`src/rtl/squash_game_ctrl.sv`:
```
// squash_game_ctrl
//   Game-flow sequencer for the solo squash datapath. It steps through the
//   attract, serve, play, miss and game-over phases, keeps the lives count and
//   a two-digit BCD score, and drives the datapath's new-game and run controls.
//
// Ports
//   clk         pixel clock
//   reset       synchronous, active-high reset
//   frame_tick  one-cycle end-of-frame pulse
//   start_n     start button, active low (already synchronised)
//   pause_n     pause button, active low (already synchronised)
//   hit         ball/paddle hit flag from the datapath (level)
//   ball_out    ball passed the paddle column without a hit (level)
//   new_game    one-cycle pulse: datapath re-centres paddle and ball
//   run         1 = datapath animates (feeds the datapath pause_n)
//   state       0=ATTRACT 1=SERVE 2=PLAY 3=MISS 4=OVER
//   lives       remaining lives
//   score_bcd   [7:4] tens, [3:0] units
//   miss_tone   high while in MISS
module squash_game_ctrl #(
  parameter int LIVES        = 3,
  parameter int SERVE_FRAMES = 60,
  parameter int MISS_FRAMES  = 90,
  parameter int OVER_FRAMES  = 300
) (
  input  logic       clk,
  input  logic       reset,
  input  logic       frame_tick,
  input  logic       start_n,
  input  logic       pause_n,
  input  logic       hit,
  input  logic       ball_out,
  output logic       new_game,
  output logic       run,
  output logic [2:0] state,
  output logic [1:0] lives,
  output logic [7:0] score_bcd,
  output logic       miss_tone
);

  localparam logic [2:0] ST_ATTRACT = 3'd0;
  localparam logic [2:0] ST_SERVE   = 3'd1;
  localparam logic [2:0] ST_PLAY    = 3'd2;
  localparam logic [2:0] ST_MISS    = 3'd3;
  localparam logic [2:0] ST_OVER    = 3'd4;

  localparam logic [9:0] SERVE_LAST = 10'(SERVE_FRAMES - 1);
  localparam logic [9:0] MISS_LAST  = 10'(MISS_FRAMES - 1);
  localparam logic [9:0] OVER_LAST  = 10'(OVER_FRAMES - 1);

  // BCD increment that saturates at 99 rather than wrapping.
  function automatic logic [7:0] bcd_inc(input logic [7:0] v);
    logic [7:0] r;
    if (v == 8'h99) begin
      r = v;
    end else if (v[3:0] == 4'd9) begin
      r = {v[7:4] + 4'd1, 4'd0};
    end else begin
      r = {v[7:4], v[3:0] + 4'd1};
    end
    return r;
  endfunction

  logic [2:0] state_q, state_d;
  logic [1:0] lives_q, lives_d;
  logic [7:0] score_q, score_d;
  logic [9:0] cnt_q, cnt_d;
  logic       paused_q, paused_d;
  logic       new_game_q, new_game_d;
  logic       run_q, run_d;
  logic       miss_tone_q, miss_tone_d;
  logic       start_prev_q, pause_prev_q, hit_prev_q, ball_out_prev_q;

  // Prev registers reset to 0, so a button held through reset needs a
  // release and a fresh press before it counts.
  logic start_press_s, pause_press_s, hit_rise_s, out_rise_s;
  assign start_press_s = start_prev_q & ~start_n;
  assign pause_press_s = pause_prev_q & ~pause_n;
  assign hit_rise_s    = ~hit_prev_q & hit;
  assign out_rise_s    = ~ball_out_prev_q & ball_out;

  // Next-state logic for the phase sequencer and its bookkeeping.
  always_comb begin
    state_d    = state_q;
    lives_d    = lives_q;
    score_d    = score_q;
    cnt_d      = cnt_q;
    paused_d   = paused_q;
    new_game_d = 1'b0;
    case (state_q)
      ST_ATTRACT: begin
        if (start_press_s) begin
          state_d    = ST_SERVE;
          lives_d    = 2'(LIVES);
          score_d    = 8'h00;
          new_game_d = 1'b1;
        end else begin
          state_d = ST_ATTRACT;
        end
      end
      ST_SERVE: begin
        if (frame_tick) begin
          if (cnt_q == SERVE_LAST) begin
            state_d = ST_PLAY;
          end else begin
            cnt_d = cnt_q + 10'd1;
          end
        end else begin
          cnt_d = cnt_q;
        end
      end
      ST_PLAY: begin
        // A lost ball overrides a same-cycle hit or pause press.
        if (out_rise_s) begin
          lives_d = lives_q - 2'd1;
          state_d = (lives_q == 2'd1) ? ST_OVER : ST_MISS;
        end else begin
          if (hit_rise_s) begin
            score_d = bcd_inc(score_q);
          end else begin
            score_d = score_q;
          end
          if (pause_press_s) begin
            paused_d = ~paused_q;
          end else begin
            paused_d = paused_q;
          end
        end
      end
      ST_MISS: begin
        if (frame_tick) begin
          if (cnt_q == MISS_LAST) begin
            state_d    = ST_SERVE;
            new_game_d = 1'b1;
          end else begin
            cnt_d = cnt_q + 10'd1;
          end
        end else begin
          cnt_d = cnt_q;
        end
      end
      ST_OVER: begin
        if (frame_tick) begin
          if (cnt_q == OVER_LAST) begin
            state_d = ST_ATTRACT;
          end else begin
            cnt_d = cnt_q + 10'd1;
          end
        end else begin
          cnt_d = cnt_q;
        end
      end
      default: begin
        state_d = ST_ATTRACT;
      end
    endcase
    // Every state entry restarts the frame counter and drops any pause.
    if (state_d != state_q) begin
      cnt_d    = 10'd0;
      paused_d = 1'b0;
    end else begin
      cnt_d = cnt_d;
    end
    run_d       = (state_d == ST_ATTRACT) | ((state_d == ST_PLAY) & ~paused_d);
    miss_tone_d = (state_d == ST_MISS);
  end

  // State, counters and registered outputs.
  always_ff @(posedge clk) begin
    if (reset) begin
      state_q         <= ST_ATTRACT;
      lives_q         <= 2'd0;
      score_q         <= 8'h00;
      cnt_q           <= 10'd0;
      paused_q        <= 1'b0;
      new_game_q      <= 1'b0;
      run_q           <= 1'b1;
      miss_tone_q     <= 1'b0;
      start_prev_q    <= 1'b0;
      pause_prev_q    <= 1'b0;
      hit_prev_q      <= 1'b0;
      ball_out_prev_q <= 1'b0;
    end else begin
      state_q         <= state_d;
      lives_q         <= lives_d;
      score_q         <= score_d;
      cnt_q           <= cnt_d;
      paused_q        <= paused_d;
      new_game_q      <= new_game_d;
      run_q           <= run_d;
      miss_tone_q     <= miss_tone_d;
      start_prev_q    <= start_n;
      pause_prev_q    <= pause_n;
      hit_prev_q      <= hit;
      ball_out_prev_q <= ball_out;
    end
  end

  assign new_game  = new_game_q;
  assign run       = run_q;
  assign state     = state_q;
  assign lives     = lives_q;
  assign score_bcd = score_q;
  assign miss_tone = miss_tone_q;

endmodule

```
`config.mk`:
```
export PLATFORM = sky130hd
export DESIGN_NAME = squash_game_ctrl
export DESIGN_NICKNAME = d
export VERILOG_FILES = /design/src/rtl/squash_game_ctrl.sv
export SDC_FILE = /design/constraint.sdc
export NUM_CORES = 1
export LEC_CHECK = 0
export CORE_MARGIN = 2
export CORE_UTILIZATION = 58
export CTS_CLUSTER_DIAMETER = 80
export DETAILED_ROUTE_END_ITERATION = 16
export GPL_ROUTABILITY_DRIVEN = 0
export GPL_TIMING_DRIVEN = 0
export PLACE_DENSITY = 0.84
export SLEW_MARGIN = 25
export SYNTH_ARGS = -nofsm -noshare
export SYNTH_HDL_FRONTEND = slang
export SYNTH_SLANG_ARGS = --single-unit
```
`constraint.sdc`:
```
create_clock -name clk -period 3.4 [get_ports clk]
set_input_delay 0.68 -clock clk [delete_from_list [all_inputs] [get_ports clk]]
set_output_delay 0.68 -clock clk [all_outputs]
set_load 0.1 [all_outputs]
```
# Word-level counts from Yosys, hierarchy flattened
# Cells that the tools add are included.
totals:
  n_memories: 0
  latch_bits: 0
  mem_bits_ro: 0
  mem_bits_rw: 0
  out_inout_bits: 16
  ff_bits: 31
  wordCells: 97
classes:
  n_shift: 0
  add_sub_neg: 4
  multipliers: 0
  order_cmp: 0
  n_reduce_logical: 9
  mux: 34
  div_mod_pow: 0
  eq_ne: 25
  n_bitwise: 12
ops:
  columns: ["op", "n"]
  rows:
  - ["two-way mux 10 bit", 6]
  - ["two-way mux 8 bit", 5]
  - ["one-hot mux 10 bit (3 select lines)", 1]
  - ["two-way mux 3 bit", 8]
  - ["!= test 2 bit (second input constant)", 12]
  - ["one-hot mux 8 bit (2 select lines)", 1]
  - ["one-hot mux 3 bit (5 select lines)", 1]
  - ["equality test 3 x 2 -> 1 bit (second input constant)", 4]
  - ["adder 10 x 1 -> 10 bit (second input constant)", 1]
  - ["equality test 10 x 6 -> 1 bit (second input constant)", 1]
  - ["equality test 10 x 7 -> 1 bit (second input constant)", 1]
  - ["equality test 10 x 9 -> 1 bit (second input constant)", 1]
  - ["adder 4 x 1 -> 4 bit (second input constant)", 2]
  - ["equality test 8 bit (second input constant)", 1]
  - ["two-way mux 1 bit", 8]
  - ["AND reduction 7 bit", 1]
  - ["zero test 3 bit", 2]
  - ["inverter 1 bit", 6]
  - ["AND reduction 6 bit", 1]
  - ["AND 1 bit", 5]
  - ["AND reduction 5 bit", 1]
  - ["equality test 4 bit (second input constant)", 1]
  - ["two-way mux 2 bit", 2]
  - ["one-hot mux 2 bit (2 select lines)", 1]
  - ["other kinds (11)", 11]

# Longest topological paths before layout
# Gate-level depths: netlist (run 1).
logic_depth:
  depth_word: 9
  ltp_mapped: 7
  depth_no_buf: 7

# Least setup slack after synthesis (run 1)
# OpenSTA, ideal clock, no wires.
synth_path:
  path_type: "reg-to-reg"
  startpoint: "register score_q[5] (netlist: score_bcd[5])"
  endpoint: "register score_q[7] (netlist: score_bcd[7])"
  setup_ns: 0.086
  synth_period_minus_slack_ns: 2.537
  stages_incl_launch_ff: 8
  arrival_ns: 2.451
  slack_ns: 0.863
  required_time_ns: 3.314
  cell_sequence: "dfxtp_1 inv_1 ha_1 and3b_1 o31ai_1 o21ai_2 or3_1 a211oi_1"
synth_between:
  elab_chain_len: 6
  word_cells_on_any_way: 9
synth_rtl:
  columns: ["item", "line", "source"]
  rows:
  - ["start: declaration", "66", "logic [7:0] score_q, score_d;"]
  - ["start signal: assignment", "186", "score_q <= score_d;"]
  - ["adder 4 x 1 -> 4 bit", "57", "r = {v[7:4] + 4'd1, 4'd0};"]
  - ["two-way mux 8 bit", "56", "end else if (v[3:0] == 4'd9) begin"]
  - ["two-way mux 8 bit", "54", "if (v == 8'h99) begin"]
  - ["two-way mux 8 bit", "118", "if (hit_rise_s) begin"]
  - ["two-way mux 8 bit", "114", "if (out_rise_s) begin"]
  - ["one-hot mux 8 bit (2 select lines)", "90", "case (state_q)"]
# Several ways; a longest one is shown, not always the timed one. The select of a mux whose other input is x is not followed.
# A chain may end at the register's enable or synchronous reset.

# Final worst setup path (run 1)
layout_path:
  startpoint: "register score_q[0] (netlist: score_bcd[0])"
  endpoint: "output port score_bcd[0]"
layout_rtl:
  columns: ["item", "line", "source"]
  rows:
  - ["end: declaration", "37", "output logic [7:0] score_bcd,"]
# No word-level cell between the ends.

==> flow_metrics.env, run 1 <==
export IMPL_final_common_cell="dfxtp_1"
export IMPL_tightest_slew_ns=0.966
export IMPL_reg2regPathDepth=5
export IMPL_crit_fanout=5
export IMPL_postSynthAreaPerCell_sq_um=9.12
export IMPL_crit_buf_inv=1
export IMPL_die_w_um=57.1
export IMPL_place_ws_ns=0.511
export IMPL_synth_cell_area_sq_um=1630
export IMPL_synthFlopType="dfxtp_1"
export IMPL_die_area_sq_um=3260
export IMPL_synth_edff_count=0
export IMPL_grt_pass1_vias=1361
export IMPL_timing_final_crit_share=0.771
export IMPL_fin_tns_setup_ns=0
export IMPL_min_period_ns=2.62
export IMPL_fin_ws_ns=0.778
export IMPL_core_sq_um=2710
export IMPL_yosysSeqAreaShare=0.380
export IMPL_max_freq_ghz=0.381
export IMPL_crit_end="score_bcd[0]"
export IMPL_dp_hpwl_um=2470
export IMPL_clk_pin_slew_ns=0.10
export IMPL_syn2layout_area_growth_pct=19.3
export IMPL_holdWs_ns=0.507
export IMPL_synth_fp_nets=193
export IMPL_root_buffer="clkbuf_4"
export IMPL_drc=0
export IMPL_yosys_area_top_type="dfxtp_1"
export IMPL_ant_nets=0
export IMPL_mostFrequentLayoutCells="dfxtp_1, clkdlybuf4s50_1, nor2_1, inv_1, nor2b_1"
export IMPL_outcome="finished clean"
export IMPL_rows=19
export IMPL_cts_hold_buffers=0
export IMPL_critical_path_required_ns=2.72
export IMPL_multi_input_area_sq_um=932
export IMPL_num_io_pins=23
export IMPL_via_per_inst=5.93
export IMPL_synthArstFlopShare=0
export IMPL_vdd_ir_drop_max_mv=0.302
export IMPL_reg2reg_setup_slack_ns=1.23
export IMPL_cp_arrival_ns=1.94
export IMPL_cts_sinks=31
export IMPL_slew_headroom=0.354
export IMPL_min_path_type="reg -> reg"
export IMPL_initial_core_util=0.602
export IMPL_synth_top_area_share=0.380
export IMPL_yosysWarnings=0
export IMPL_io_buffers=22
export IMPL_wl_per_cell_um=14.2
export IMPL_ys_types=49
export IMPL_die_h_um=57.1
export IMPL_r2r_start="state[1]$_SDFF_PP0_"
export IMPL_grt_max_degree=11
export IMPL_n_antenna_cell=0
export IMPL_crit_start="score_bcd[0]$_SDFFE_PP0P_"
export IMPL_postCtsResizedCells=0
export IMPL_numCtsBuffers=5
export IMPL_grt_pass1_wl_um=5780
export IMPL_p_leak_nw=0.717
export IMPL_cts_tree="done"
export IMPL_antenna_found_initial=0
export IMPL_cp_slowest_stage_delay_ns=1.17
export IMPL_htreeDepth=2
export IMPL_place_area_sq_um=1890
export IMPL_cpMaxStageDelayCell="clkdlybuf4s50_1"
export IMPL_max_cap_violations=0
export IMPL_grt_use_total=0.226
export IMPL_synthCells=179
export IMPL_drive_above_1_share=0.0913
export IMPL_drtIter0Drc=41
export IMPL_seqCellArea_sq_um=621
export IMPL_skew_ns=0.0126
export IMPL_grt_overflow_total=0
export IMPL_path_class="reg -> out"
export IMPL_clk_insertion_delay_late_ns=0.33
export IMPL_critical_path_cell_chain="clkdlybuf4s50_1"
export IMPL_cts_max_path_buffers=2
export IMPL_yosys_top_cells_area="dfxtp_1, ha_1, nor2_1"
export IMPL_rsz0062_at_grt="no"
export IMPL_final_design_area_no_fill_sq_um=1950
export IMPL_fillCellCount=219
export IMPL_synth_seq_cells=31
export IMPL_setup_viol=0
export IMPL_cp_num_cells=1
export IMPL_path_delay_family="buffers and inverters"
export IMPL_wl_um=3390
export IMPL_cp_end_kind="output port"
export IMPL_p_per_area_nw_per_um2=346
export IMPL_r2r_end="score_bcd[3]$_SDFFE_PP0P_"
export IMPL_nets=222
export IMPL_start_kind="register"
export IMPL_drtPass1Iterations=4
export IMPL_post_cts_repair_setup_buffers=0
export IMPL_hold_violations=0
export IMPL_slew_violations=0
export IMPL_num_vias=1418
## worst min-delay path by stage
stage,cells after the start,start,slack (ns),endpoint
final,1,lives[0]$_SDFFE_PP0P_,0.51,lives[0]$_SDFFE_PP0P_
after floorplan,2,paused_q$_SDFF_PP0_,0.49,paused_q$_SDFF_PP0_
after detailed placement,1,lives[0]$_SDFFE_PP0P_,0.50,lives[0]$_SDFFE_PP0P_
after global placement,1,lives[0]$_SDFFE_PP0P_,0.49,lives[0]$_SDFFE_PP0P_
after CTS,1,lives[0]$_SDFFE_PP0P_,0.51,lives[0]$_SDFFE_PP0P_
after global routing,1,lives[0]$_SDFFE_PP0P_,0.53,lives[0]$_SDFFE_PP0P_
## cell usage after synthesis, drive strengths merged (2+ instances only)
library cell,count
xnor2,3
a22oi,2
or2,3
nand3b,2
o211ai,2
or3,3
a21oi,4
nor2b,9
a41oi,2
ha,7
nand3,3
nand2b,2
and3b,3
and3,2
o21ai,6
nand4,2
nor4b,2
and4b,3
nor2,21
nor3,7
clkbuf,5
xor2,8
inv,9
nand2,4
nor3b,7
a31oi,4
a311oi,2
dfxtp,31
buf,3
a211oi,5
## cell families after synthesis
family,Yosys count,share of synthesized area
AOI/OAI and AO/OA,33,0.146
and+or+nand+nor,79,0.306
muxes,1,0.00613
DFF,31,0.380
xor gates and xnor gates,11,0.0590
buffers and inverters,17,0.0490
adders and majority gates,7,0.0536
## area by class of cell
cell class,count,area share
Buffer,8,0.0238
Clock buffer,6,0.0263
Clock inverter,1,0.00257
Inverter,9,0.0173
Multi-Input combinational cell,131,0.478
Sequential cell,31,0.319
Tap cell,31,0.0199
Timing Repair Buffer,22,0.113
## metrics by stage
stage | std cells | util | total power [mW]
finish | 239 | 0.719 | 0.674
CTS | 239 | 0.719 | 0.678
global route | 239 | 0.719 | 0.700
global placement | 232 | 0.698 | 0.462
floorplan | 179 | - | 0.440
detailed placement | 232 | 0.698 | 0.464
## per-layer routing
layer  share of wire  track usage
met3           0.056       0.0680
met5               0            0
met4           0.026        0.110
met1            0.44        0.280
met2            0.48        0.360
## power by group
group | internal (mW) | leakage, nW | switching, mW
registers | 0.370 | 0.252 | 0.00531
logic | 0.0272 | 0.432 | 0.0537
clock network | 0.0957 | 0.0341 | 0.122
## registers in the layout, indices dropped and copies added, names as in the netlist
name             cells
paused_q             1
miss_tone            1
lives                2
ball_out_prev_q      1
start_prev_q         1
pause_prev_q         1
state                3
cnt_q               10
new_game             1
run                  1
hit_prev_q           1
score_bcd            8
Note: power is estimated with default switching activity, not from simulation.
==> run 2: changes to the inputs <==
--- a/config.mk
+++ b/config.mk
@@ -6,12 +6,12 @@
 export NUM_CORES = 1
 export LEC_CHECK = 0
 export CORE_MARGIN = 2
-export CORE_UTILIZATION = 58
+export CORE_UTILIZATION = 48
 export CTS_CLUSTER_DIAMETER = 80
 export DETAILED_ROUTE_END_ITERATION = 16
 export GPL_ROUTABILITY_DRIVEN = 0
 export GPL_TIMING_DRIVEN = 0
-export PLACE_DENSITY = 0.84
+export PLACE_DENSITY = 0.74
 export SLEW_MARGIN = 25
 export SYNTH_ARGS = -nofsm -noshare
 export SYNTH_HDL_FRONTEND = slang
==> constraint.sdc (replaced) <==
create_clock -name clk -period 2.39 [get_ports clk]
set_input_delay 0.478 -clock clk [delete_from_list [all_inputs] [get_ports clk]]
set_output_delay 0.478 -clock clk [all_outputs]
set_load 0.1 [all_outputs]
==> flow_metrics.env, run 2 (synthesis gave the netlist of run 1 again) <==
export IMPL_num_vias=1369
export IMPL_drtIter0Drc=63
export IMPL_numCtsBuffers=5
export IMPL_antenna_found_initial=0
export IMPL_largest_register="cnt_q"
export IMPL_rows=21
export IMPL_cts_sinks=31
export IMPL_outcome="finished clean"
export IMPL_grt_use_total=0.190
export IMPL_max_freq_ghz=0.432
export IMPL_die_h_um=62.3
export IMPL_grt_max_degree=11
export IMPL_path_class="reg -> out"
export IMPL_syn2layout_area_growth_pct=20.8
export IMPL_fin_ws_ns=0.0775
export IMPL_via_per_inst=5.37
export IMPL_cp_end_kind="output port"
export IMPL_tightest_slew_ns=0.979
export IMPL_nets=222
export IMPL_crit_buf_inv=1
export IMPL_clk_pin_slew_ns=0.10
export IMPL_start_kind="register"
export IMPL_whs_path_depth=2
export IMPL_drive_above_1_share=0.100
export IMPL_p_per_area_nw_per_um2=474
export IMPL_setup_viol=0
export IMPL_largest_register_ffs=10
export IMPL_reg2regPathDepth=6
export IMPL_p_leak_nw=0.785
export IMPL_vdd_ir_drop_max_mv=0.214
export IMPL_cp_slowest_stage_delay_ns=1.14
export IMPL_die_w_um=62.3
export IMPL_initial_core_util=0.493
export IMPL_num_io_pins=23
export IMPL_die_area_sq_um=3880
export IMPL_core_sq_um=3310
export IMPL_rsz0062_at_grt="no"
export IMPL_critical_path_cell_chain="clkdlybuf4s50_1"
export IMPL_final_common_cell="dfxtp_1"
export IMPL_place_ws_ns=-0.320
export IMPL_root_buffer="clkbuf_4"
export IMPL_min_period_ns=2.31
export IMPL_skew_ns=0.00753
export IMPL_n_antenna_cell=0
export IMPL_cts_max_path_buffers=2
export IMPL_dp_hpwl_um=2600
export IMPL_min_path_type="reg -> reg"
export IMPL_drtPass1Iterations=4
export IMPL_wl_um=3420
export IMPL_ant_nets=0
export IMPL_drc=0
export IMPL_slew_violations=0
export IMPL_htreeDepth=2
export IMPL_max_cap_violations=0
export IMPL_grt_overflow_total=0
export IMPL_dp_cells=247
export IMPL_hold_violations=0
export IMPL_grt_pass1_vias=1343
export IMPL_grt_pass1_wl_um=5840
export IMPL_path_delay_family="buffers and inverters"
export IMPL_post_cts_repair_setup_buffers=0
export IMPL_io_buffers=22
export IMPL_clk_insertion_delay_late_ns=0.33
export IMPL_cts_tree="done"
export IMPL_critical_path_required_ns=1.91
export IMPL_cpMaxStageDelayCell="clkdlybuf4s50_1"
export IMPL_crit_fanout=4
export IMPL_timing_final_crit_share=0.968
export IMPL_slew_headroom=0.345
export IMPL_postCtsResizedCells=4
export IMPL_mostFrequentLayoutCells="dfxtp_1, nor2_1, clkdlybuf4s50_1, inv_1, nor2b_1"
export IMPL_instances_no_fill=255
export IMPL_cp_arrival_ns=1.83
export IMPL_wl_per_cell_um=13.4
export IMPL_cp_num_cells=1
export IMPL_cts_hold_buffers=0
[run 2: worst min-delay path, stage by stage, from the launching register on]
cell,delay [ns]
dfxtp_1,0.36
nand2_1,0.07
a21oi_1,0.06
[run 2: per-stage QoR]
stage	hold WS, ns	utilization	setup TNS (ns)	total power [mW]	instance area (sq um)
global placement	0.486	0.578	-0.946	0.658	1910
global route	0.546	0.596	0	0.983	1970
floorplan	0.488	-	0	0.626	1640
finish	0.533	0.596	0	0.936	1970
CTS	0.530	0.592	0	0.947	1960
detailed placement	0.519	0.578	-1.75	0.661	1910
[run 2: per-layer routing]
metal,routed length (um),part of all wire,GRT usage,up-vias
met4,84,0.025,0.0889,0
met3,162,0.047,0.0616,10
met1,1550,0.45,0.231,634
met2,1620,0.47,0.304,29
li1,-,-,-,696
met5,0,0,0,-
[run 2: final cells by class]
type	count	area, sq um
tap	46	57.6
multi-input combinational	131	938
fill	314	1340
clock inverter	1	5.00
sequential	31	624
inverter	9	33.8
buffer	8	46.3
clock buffer	7	45.0
timing repair buffer	22	223
[run 2: worst paths after layout]
kind / startpoint / endpoint / slack [ns]
worst max-delay path: score_bcd[7]$_SDFFE_PP0P_ / score_bcd[7] / 0.08
worst min-delay path: score_bcd[1]$_SDFFE_PP0P_ / score_bcd[1]$_SDFFE_PP0P_ / 0.53
worst max register to register: state[2]$_SDFF_PP0_ / score_bcd[3]$_SDFFE_PP0P_ / 0.39
worst min register to register: score_bcd[1]$_SDFFE_PP0P_ / score_bcd[1]$_SDFFE_PP0P_ / 0.53
[run 2: power by group]
part | internal (mW) | leakage [nW] | switching [mW] | total (mW)
Clock | 0.114 | 0.0293 | 0.172 | 0.286
Sequential | 0.527 | 0.253 | 0.00754 | 0.534
Combinational | 0.0391 | 0.502 | 0.0770 | 0.116
